**src/rtl/image_readback_buffer.sv**
```systemverilog
// image_readback_buffer: streams a flash-stored image to the downlink framed as header | payload | checksum,
// with a credit-limited payload FIFO between the flash reader and the downlink.
module image_readback_buffer #(
    parameter int FIFO_DEPTH = 16,
    parameter int ADDR_W     = 24
) (
    input  logic              sysClk,
    input  logic              sysRst_n,
    input  logic              readback_start,
    input  logic [15:0]       readback_image_index,
    input  logic [31:0]       readback_image_size,
    input  logic [ADDR_W-1:0] readback_start_addr,
    output logic [ADDR_W-1:0] flashmem_read_addr,
    output logic              flashmem_read_req,
    input  logic              flashmem_read_ready,
    input  logic [7:0]        byte_from_flashmem_spi,
    input  logic              byte_from_flashmem_spi_valid,
    output logic [7:0]        byte_for_downlink,
    output logic              byte_for_downlink_valid,
    input  logic              downlink_ready,
    output logic              readback_busy,
    output logic              readback_done,
    output logic              readback_error
);
    localparam int AW = $clog2(FIFO_DEPTH);
    localparam int CW = AW + 1;

    typedef enum logic [1:0] {IDLE, HEADER, PAYLOAD, TRAILER} state_t;
    state_t state, state_n;

    logic [15:0]   idx;
    logic [31:0]   size, requested, loaded;
    logic [CW-1:0] outstanding, fifo_count;
    logic [AW-1:0] wptr, rptr;
    logic [7:0]    mem [FIFO_DEPTH];
    logic [2:0]    hdr_cnt;
    logic [7:0]    checksum;
    logic [55:0]   hdr_vec;
    logic start_ok, xfer, out_free, req_xfer, rx_ok, rx_bad;
    logic hdr_load, pay_load, tr_load, hdr_last, pay_last, tr_done;

    assign hdr_vec   = {8'hA5, idx, size};
    assign start_ok  = readback_start && state == IDLE;
    assign xfer      = byte_for_downlink_valid && downlink_ready;
    assign out_free  = !byte_for_downlink_valid || downlink_ready;
    assign req_xfer  = flashmem_read_req && flashmem_read_ready;
    assign rx_ok     = byte_from_flashmem_spi_valid && outstanding != '0;
    assign rx_bad    = byte_from_flashmem_spi_valid && outstanding == '0;
    assign hdr_load  = state == HEADER && out_free && hdr_cnt != 3'd7;
    assign pay_load  = state == PAYLOAD && out_free && fifo_count != '0 && loaded != size;
    assign tr_load   = state == TRAILER && !byte_for_downlink_valid;
    // loaded == size while a payload byte is transferring means it is the last one
    assign hdr_last  = state == HEADER && xfer && hdr_cnt == 3'd7;
    assign pay_last  = state == PAYLOAD && xfer && loaded == size;
    assign tr_done   = state == TRAILER && xfer;
    assign readback_busy = state != IDLE;
    // credit: never request more than the FIFO can still absorb
    assign flashmem_read_req = state != IDLE && requested != size &&
        ({1'b0, fifo_count} + {1'b0, outstanding}) < (CW+1)'(FIFO_DEPTH);

    always_comb begin
        state_n = start_ok ? HEADER :
                  hdr_last ? (size == '0 ? TRAILER : PAYLOAD) :
                  pay_last ? TRAILER :
                  tr_done  ? IDLE : state;
    end

    always_ff @(posedge sysClk or negedge sysRst_n) begin
        if (!sysRst_n) state <= IDLE;
        else           state <= state_n;
    end

    always_ff @(posedge sysClk) begin
        if (rx_ok) mem[wptr] <= byte_from_flashmem_spi;
    end

    always_ff @(posedge sysClk or negedge sysRst_n) begin
        if (!sysRst_n) begin
            idx                     <= '0;
            size                    <= '0;
            requested               <= '0;
            loaded                  <= '0;
            flashmem_read_addr      <= '0;
            outstanding             <= '0;
            fifo_count              <= '0;
            wptr                    <= '0;
            rptr                    <= '0;
            hdr_cnt                 <= '0;
            checksum                <= '0;
            byte_for_downlink       <= '0;
            byte_for_downlink_valid <= 1'b0;
            readback_done           <= 1'b0;
            readback_error          <= 1'b0;
        end else begin
            if (start_ok) begin
                idx                <= readback_image_index;
                size               <= readback_image_size;
                flashmem_read_addr <= readback_start_addr;
            end else if (req_xfer) begin
                flashmem_read_addr <= flashmem_read_addr + 1'b1;
            end
            requested   <= start_ok ? '0 : requested + 32'(req_xfer);
            loaded      <= start_ok ? '0 : loaded + 32'(pay_load);
            hdr_cnt     <= start_ok ? '0 : hdr_cnt + 3'(hdr_load);
            outstanding <= outstanding + CW'(req_xfer) - CW'(rx_ok);
            fifo_count  <= fifo_count + CW'(rx_ok) - CW'(pay_load);
            wptr        <= wptr + AW'(rx_ok);
            rptr        <= rptr + AW'(pay_load);
            checksum    <= start_ok ? '0 :
                           (state == PAYLOAD && xfer) ? checksum + byte_for_downlink : checksum;
            if (hdr_load || pay_load || tr_load) begin
                byte_for_downlink       <= hdr_load ? hdr_vec[55 - 8*int'(hdr_cnt) -: 8] :
                                           pay_load ? mem[rptr] : checksum;
                byte_for_downlink_valid <= 1'b1;
            end else if (xfer) begin
                byte_for_downlink_valid <= 1'b0;
            end
            readback_done  <= tr_done;
            readback_error <= start_ok ? rx_bad : readback_error | rx_bad;
        end
    end
endmodule

```
**config.mk**
```make
export PLATFORM = sky130hd
export DESIGN_NAME = image_readback_buffer
export DESIGN_NICKNAME = d
export VERILOG_FILES = /design/src/rtl/image_readback_buffer.sv
export SDC_FILE = /design/constraint.sdc
export NUM_CORES = 1
export LEC_CHECK = 0
export ABC_AREA = 0
export CAP_MARGIN = 20
export CORE_ASPECT_RATIO = 0.9
export CORE_MARGIN = 2
export CORE_UTILIZATION = 60
export CTS_CLUSTER_DIAMETER = 30
export CTS_CLUSTER_SIZE = 12
export DETAILED_ROUTE_END_ITERATION = 7
export HOLD_SLACK_MARGIN = 0.03
export PLACE_DENSITY_LB_ADDON = 0.12
export SYNTH_ARGS = -nofsm -noshare
export SYNTH_HDL_FRONTEND = slang
export SYNTH_SLANG_ARGS = --single-unit
```
**constraint.sdc**
```tcl
create_clock -name sysClk -period 9.8 [get_ports sysClk]
set_clock_uncertainty 0.2 [all_clocks]
set_input_delay 1.47 -clock sysClk [delete_from_list [all_inputs] [get_ports sysClk]]
set_output_delay 1.47 -clock sysClk [all_outputs]
set_load 0.05 [all_outputs]
```
==> impl_metrics.tcl, run 1 <==
set metrics [dict create \
    synth_cell_types 60 \
    max_freq_ghz 0.203 \
    drive_gt1_share_pct 11.1 \
    rows 54 \
    synth_edf_count 128 \
    fill_cells 1614 \
    num_vias 11000 \
    ys_ff_latch 306 \
    clockBufferDepth 3 \
    min_path_type "reg2reg" \
    crit_chain "xor2_1 > nor4_1 > nand4_1 > nor2_1 > nor3_1 > clkdlybuf4s50_1" \
    critical_path.max_fanout 11 \
    p_per_area_nw_per_um2 312 \
    run_status "finished clean" \
    drc 0 \
    most-common-layout-cells "nand2_1, dfrtp_1, edfxtp_1" \
    ant_nets 0 \
    h-tree-depth 2 \
    start_util_pct 61.4 \
    whs_ns 0.278 \
    n_antenna_cell 0 \
    max-cap-violations 0 \
    coreArea_um2 24400 \
    netlist_area_um2 15000 \
    syn_area_per_cell_um2 11.2 \
    cts_resized 0 \
    grt_max_degree 88 \
    hold_buffers 0 \
    antenna_found_initial 0 \
    ios 123 \
    synth_fp_nets 1460 \
    end_kind "output port" \
    fp.dieW_um 171 \
    crit_type "reg2out" \
    period_minus_slack_ns 4.93 \
    clkTransAtPathRegs_ns 0.06 \
    via_per_inst 5.95 \
    cts_tree "yes" \
    maxSlewViolCount 0 \
    clk_latency_ns 0.57 \
    crit_required_ns 8.13 \
    die_y_um 154 \
    relSlewSlack_pct 31.2 \
    die-area_um2 26300 \
    dp_hpwl_mm 25.4 \
    grt_pass1_wl_mm 60.3 \
    tightest_slew_ns 1.03 \
    fin_setup_tns_ns 0 \
    dp_cells 1743 \
    port_buffers 122 \
    wl_per_cell_um 20.7 \
    stdcell_count 1847 \
    yosys_warnings 0 \
    routabilityCongestion 0.871 \
    ys.flop_type "dfrtp_1" \
    drt_iter0_markers 1052 \
    cp.arrival_ns 3.26 \
    grt_pass1_vias 11200 \
    cts_made_buffers 56 \
    drtPass1Iterations 5 \
    hold_viol_final 0 \
    nets 1591 \
    rsz0062_at_grt "false" \
    ys_async_sr_fraction_pct 58.2 \
    track_usage_pct 29.9 \
    crit_slowest_cell "clkdlybuf4s50_1" \
    crit_path_max_incr_delay_ns 0.74 \
    ir_drop_mv 0.245 \
    period_share_pct 50.3 \
    layout.cells.most_common "nand2_1" \
    syn_inst 1335 \
    wl_mm 38.2 \
    clock-sinks 306 \
    start_kind "register" \
    final_util_pct 75.4 \
    ys_seq_area_share_pct 55.4 \
    syn_to_final_growth_pct 22.8 \
    clock-root-buffer "clkbuf_16" \
    post_cts_buffers 0 \
    overflow 0 \
    finalSetupViolations 0 \
    p_leak_nw 7.74 \
]
[synth_stat cells, drive strengths merged, types with 2 or more instances]
cell type	n	area share [%]
a311oi	6	0.35
o211ai	4	0.20
ha	36	3.0
nor2b	5	0.21
o221a	5	0.38
buf	26	0.83
nand3b	4	0.20
a31oi	4	0.17
and3	15	0.63
and4	3	0.18
nor4b	4	0.23
xnor2	34	2.0
inv	42	1.1
nor2	112	2.8
mux4	31	4.7
clkbuf	31	0.78
nand2b	8	0.33
mux2	8	0.60
nor4	31	1.4
a22oi	5	0.25
mux2i	36	2.4
nand2	207	5.2
nand4	26	1.1
a21oi	40	1.3
dfrtp	178	30
or2	3	0.13
and2	21	0.88
xor2	105	6.1
nand3	44	1.5
o21ai	46	1.6
a221oi	7	0.41
a211o	2	0.12
a21o	4	0.20
nor3b	4	0.20
fa	3	0.40
or3	18	0.75
o2111ai	4	0.23
edfxtp	128	26
o22ai	5	0.21
nor3	30	1.0
or4	2	0.13
[area by class of cell]
| class | count | area [um^2] | share of cell area [%] |
|---|---|---|---|
| repair buffers | 130 | 1280 | 6.97 |
| clock inverters | 38 | 412 | 2.24 |
| well taps | 336 | 420 | 2.28 |
| multi-input cells | 929 | 6310 | 34.3 |
| flip-flops and latches | 306 | 8300 | 45.1 |
| inverters | 43 | 161 | 0.877 |
| clock buffers | 65 | 1520 | 8.24 |
[report_power, final]
part	total, W	internal, W	leakage [nW]	switching, W
clock	0.00192	0.00123	0.941	0.000692
combinational	0.00186	0.000752	3.38	0.00110
sequential	0.00196	0.00161	3.42	0.000350
total	0.00574	0.00359	7.74	0.00215
[routing by layer]
metal / vias to the layer above / GRT usage [%] / wire length (um)
li1: 5032 / - / -
met2: 476 / 44.5 / 17000
met4: 0 / 8.63 / 847
met3: 85 / 8.37 / 3530
met1: 5395 / 43.4 / 16800
met5: - / 0 / 0
[final timing paths]
kind                                         startpoint  slack, ns                                end  cells after the start
worst min register to register       idx[1]$_DFFE_PN0P_       0.28                 idx[1]$_DFFE_PN0P_                      2
min in group asynchronous                      sysRst_n       0.67            checksum[5]$_DFFE_PN0P_                      1
max in group asynchronous                      sysRst_n       6.74  flashmem_read_addr[1]$_DFFE_PN0P_                      3
worst max register to register  fifo_count[4]$_DFF_PN0_       5.77            requested[28]$_DFF_PN0_                     11
worst max-delay path            requested[26]$_DFF_PN0_       4.87                  flashmem_read_req                      6
worst min-delay path                 idx[1]$_DFFE_PN0P_       0.28                 idx[1]$_DFFE_PN0P_                      2
[kinds of logic (layout without fill, tap and decap cells)]
group,count (synthesis),in the layout,share of synthesized area (%)
adder cells (fa/ha/maj),39,39,3.41
AND/OR/NAND/NOR,537,537,16.9
buffers and inverters,100,276,2.69
AO/OA/AOI/OAI,139,139,5.84
flip-flops,306,306,55.4
multiplexers,75,75,7.67
XOR/XNOR,139,139,8.13
[state kept, by name, summed over array words and instances (netlist names), 2 cells and up]
signal              count
size                   32
checksum                8
rptr                    4
idx                    16
flashmem_read_addr     24
fifo_count              5
mem                   128
state                   2
wptr                    4
hdr_cnt                 3
byte_for_downlink       8
requested              32
loaded                 32
outstanding             5
[through the flow]
| stage | power [W] | instance area (um^2) | setup slack, ns |
|---|---|---|---|
| detailed placement | 0.00377 | 16500 | 4.63 |
| global placement | 0.00371 | 16500 | 4.71 |
| floorplan | 0.00318 | 15000 | 5.65 |
| global route | 0.00600 | 18400 | 4.80 |
| CTS | 0.00573 | 18400 | 4.92 |
| finish | 0.00574 | 18400 | 4.87 |
[worst max-delay path: cells and delay by family (launching register included)]
family                    cells  cell delay, ns
and+or+nand+nor               4            1.31
buffers and inverters         1            0.74
DFF                           1            0.46
xor gates and xnor gates      1            0.17
Power figures use the tool's default switching activity.
==> run 2, diff against run 1 <==
--- a/config.mk
+++ b/config.mk
@@ -9,7 +9,7 @@
 export CAP_MARGIN = 20
 export CORE_ASPECT_RATIO = 0.9
 export CORE_MARGIN = 2
-export CORE_UTILIZATION = 60
+export CORE_UTILIZATION = 53
 export CTS_CLUSTER_DIAMETER = 30
 export CTS_CLUSTER_SIZE = 12
 export DETAILED_ROUTE_END_ITERATION = 7
==> constraint.sdc (replaced) <==
create_clock -name sysClk -period 4.45 [get_ports sysClk]
set_clock_uncertainty 0.2 [all_clocks]
set_input_delay 0.6675 -clock sysClk [delete_from_list [all_inputs] [get_ports sysClk]]
set_output_delay 0.6675 -clock sysClk [all_outputs]
set_load 0.05 [all_outputs]
==> run 2 against run 1 <==
Against the previous run: register-to-register slack lost 5.3 ns; largest cell class unchanged; combinational power up 110%; via count shrank 1.7%; utilization down 8.3 points; hold slack got worse by 0.0055 ns; die area up 13%; sequential share of layout area decreased by 0.75 points; first-iteration DRC count decreased by 9.5%; wire length is 0.41% higher.
==> impl_metrics.tcl, run 2 (synthesis results as in run 1) <==
set metrics [dict create \
    run_status "finished clean" \
    period_minus_slack_ns 4.03 \
    die-area_um2 29600 \
    clockBufferDepth 3 \
    die_y_um 164 \
    power.share.sequential_pct 34.0 \
    multi_input_area_um2 6300 \
    clock-root-buffer "clkbuf_16" \
    syn_to_final_growth_pct 24.9 \
    fp.dieW_um 181 \
    routabilityCongestion 0.874 \
    max_freq_ghz 0.248 \
    antenna_found_initial 0 \
    clk_latency_ns 0.58 \
    via_per_inst 5.69 \
    fill_cells 2081 \
    regArea_um2 8300 \
    port_buffers 122 \
    power.total_w 0.0128 \
    dp_cells 1781 \
    period_share_pct 90.5 \
    start_kind "register" \
    layout.cells.most_common "nand2_1" \
    worst-path-buf-inv 1 \
    grt_pass1_wl_mm 60.0 \
    dp_hpwl_mm 25.5 \
    crit_type "reg2reg" \
    n_antenna_cell 0 \
    wl_mm 38.3 \
    grt_pass1_vias 10700 \
    cts_tree "yes" \
    drt_iter0_markers 952 \
    largest_reg_flops 128 \
    num_vias 10800 \
    track_usage_pct 26.4 \
    wl_per_cell_um 20.2 \
    stdcell_count 1898 \
    nets 1611 \
    end_kind "register" \
    ir_drop_mv 0.503 \
    endpoint "requested[26]$_DFF_PN0_" \
    maxSlewViolCount 0 \
    worstReg2RegStart "outstanding[4]$_DFF_PN0_" \
    clkPwrFrac_pct 35.0 \
    hold_buffers 1 \
    cp.arrival_ns 4.32 \
    top_register "mem" \
    relSlewSlack_pct 28.6 \
    tightest_slew_ns 1.07 \
    clkTransAtPathRegs_ns 0.05 \
    rsz0062_at_grt "false" \
    ant_nets 0 \
    min_path_type "reg2reg" \
    p_sw_w 0.00465 \
    final_util_pct 67.1 \
    drc 0 \
    cts_resized 0 \
    finalSetupViolations 0 \
    reg2reg_to "requested[26]$_DFF_PN0_" \
    critical_path.max_fanout 7 \
    crit_family "simple AND/OR/NAND/NOR gates" \
    p_leak_nw 7.87 \
    p_per_area_nw_per_um2 686 \
    hold_viol_final 0 \
    crit_chain "ha_1 > or4_1 > nor3b_1 > o21ai_1 > inv_1 > ha_1 > and2_1 > nand4_1 > or3_1 > or3_1 > a21oi_1" \
    drtPass1Iterations 5 \
    clock-sinks 306 \
    coreArea_um2 27900 \
    grt_max_degree 95 \
    start_util_pct 53.8 \
    crit_path_max_incr_delay_ns 0.62 \
    drive_gt1_share_pct 12.4 \
    crit_slowest_cell "or4_1" \
    overflow 0 \
    crit_start "outstanding[4]$_DFF_PN0_" \
    ios 123 \
    power.internal_w 0.00818 \
    whs_ns 0.273 \
    post_cts_buffers 0 \
    sw_frac_of_total_pct 36.2 \
    max-cap-violations 0 \
    r2r_cells 11 \
    rows 58 \
    combPwrFrac_pct 31.0 \
    cts_made_buffers 61 \
    r2r_slack_ns 0.42 \
    h-tree-depth 2 \
    most-common-layout-cells "nand2_1, dfrtp_1, edfxtp_1" \
    crit_required_ns 4.74 \
    fin_setup_tns_ns 0 \
    cp.depth 11 \
]
==> run 2: worst reg2reg max path, cell delays in order, from the launching register on <==
cell,delay (ns)
dfrtp_1,0.41
ha_1,0.30
or4_1,0.62
nor3b_1,0.30
o21ai_1,0.20
inv_1,0.19
ha_1,0.17
and2_1,0.26
nand4_1,0.28
or3_1,0.53
or3_1,0.34
a21oi_1,0.15
==> run 2: power by group through the flow <==
stage / sequential, W / combinational, W / clock [W]
after floorplan: 0.00444 / 0.00256 / 0
after global placement: 0.00436 / 0.00387 / 0
after detailed placement: 0.00438 / 0.00394 / 0
after CTS: 0.00434 / 0.00398 / 0.00454
after global routing: 0.00443 / 0.00439 / 0.00469
final: 0.00436 / 0.00398 / 0.00449
==> run 2: how the worst min path moves through the flow <==
stage                            start                          endpoint  cells past startpoint
finish              idx[3]$_DFFE_PN0P_                idx[3]$_DFFE_PN0P_                      2
global route        idx[3]$_DFFE_PN0P_                idx[3]$_DFFE_PN0P_                      2
CTS                 idx[3]$_DFFE_PN0P_                idx[3]$_DFFE_PN0P_                      2
detailed placement  idx[3]$_DFFE_PN0P_                idx[3]$_DFFE_PN0P_                      2
global placement    idx[3]$_DFFE_PN0P_                idx[3]$_DFFE_PN0P_                      2
floorplan                     sysRst_n  byte_for_downlink[0]$_DFFE_PN0P_                      0
==> run 2: routing by layer <==
| layer | wire (um) | vias up | GRT usage, % |
|---|---|---|---|
| met2 | 17800 | 356 | 40.6 |
| li1 | - | 5059 | - |
| met5 | 0 | - | 0 |
| met1 | 17500 | 5337 | 39.0 |
| met4 | 604 | 0 | 7.17 |
| met3 | 2400 | 53 | 4.59 |
==> run 2: area by class of cell <==
type	count	share of cell area [%]
inverter	43	0.863
multi-input combinational	929	33.7
sequential	306	44.4
tap	360	2.41
clock buffer	75	8.93
clock inverter	40	2.12
timing repair buffer	145	7.64
==> run 2: stage by stage <==
| stage | instance area (um^2) | setup slack [ns] |
|---|---|---|
| 2_1_floorplan | 15000 | 0.846 |
| 3_3_place_gp | 16600 | 0.501 |
| 3_5_place_dp | 16600 | 0.380 |
| 4_1_cts | 18700 | 0.437 |
| 5_1_grt | 18700 | 0.125 |
| 6_report | 18700 | 0.425 |
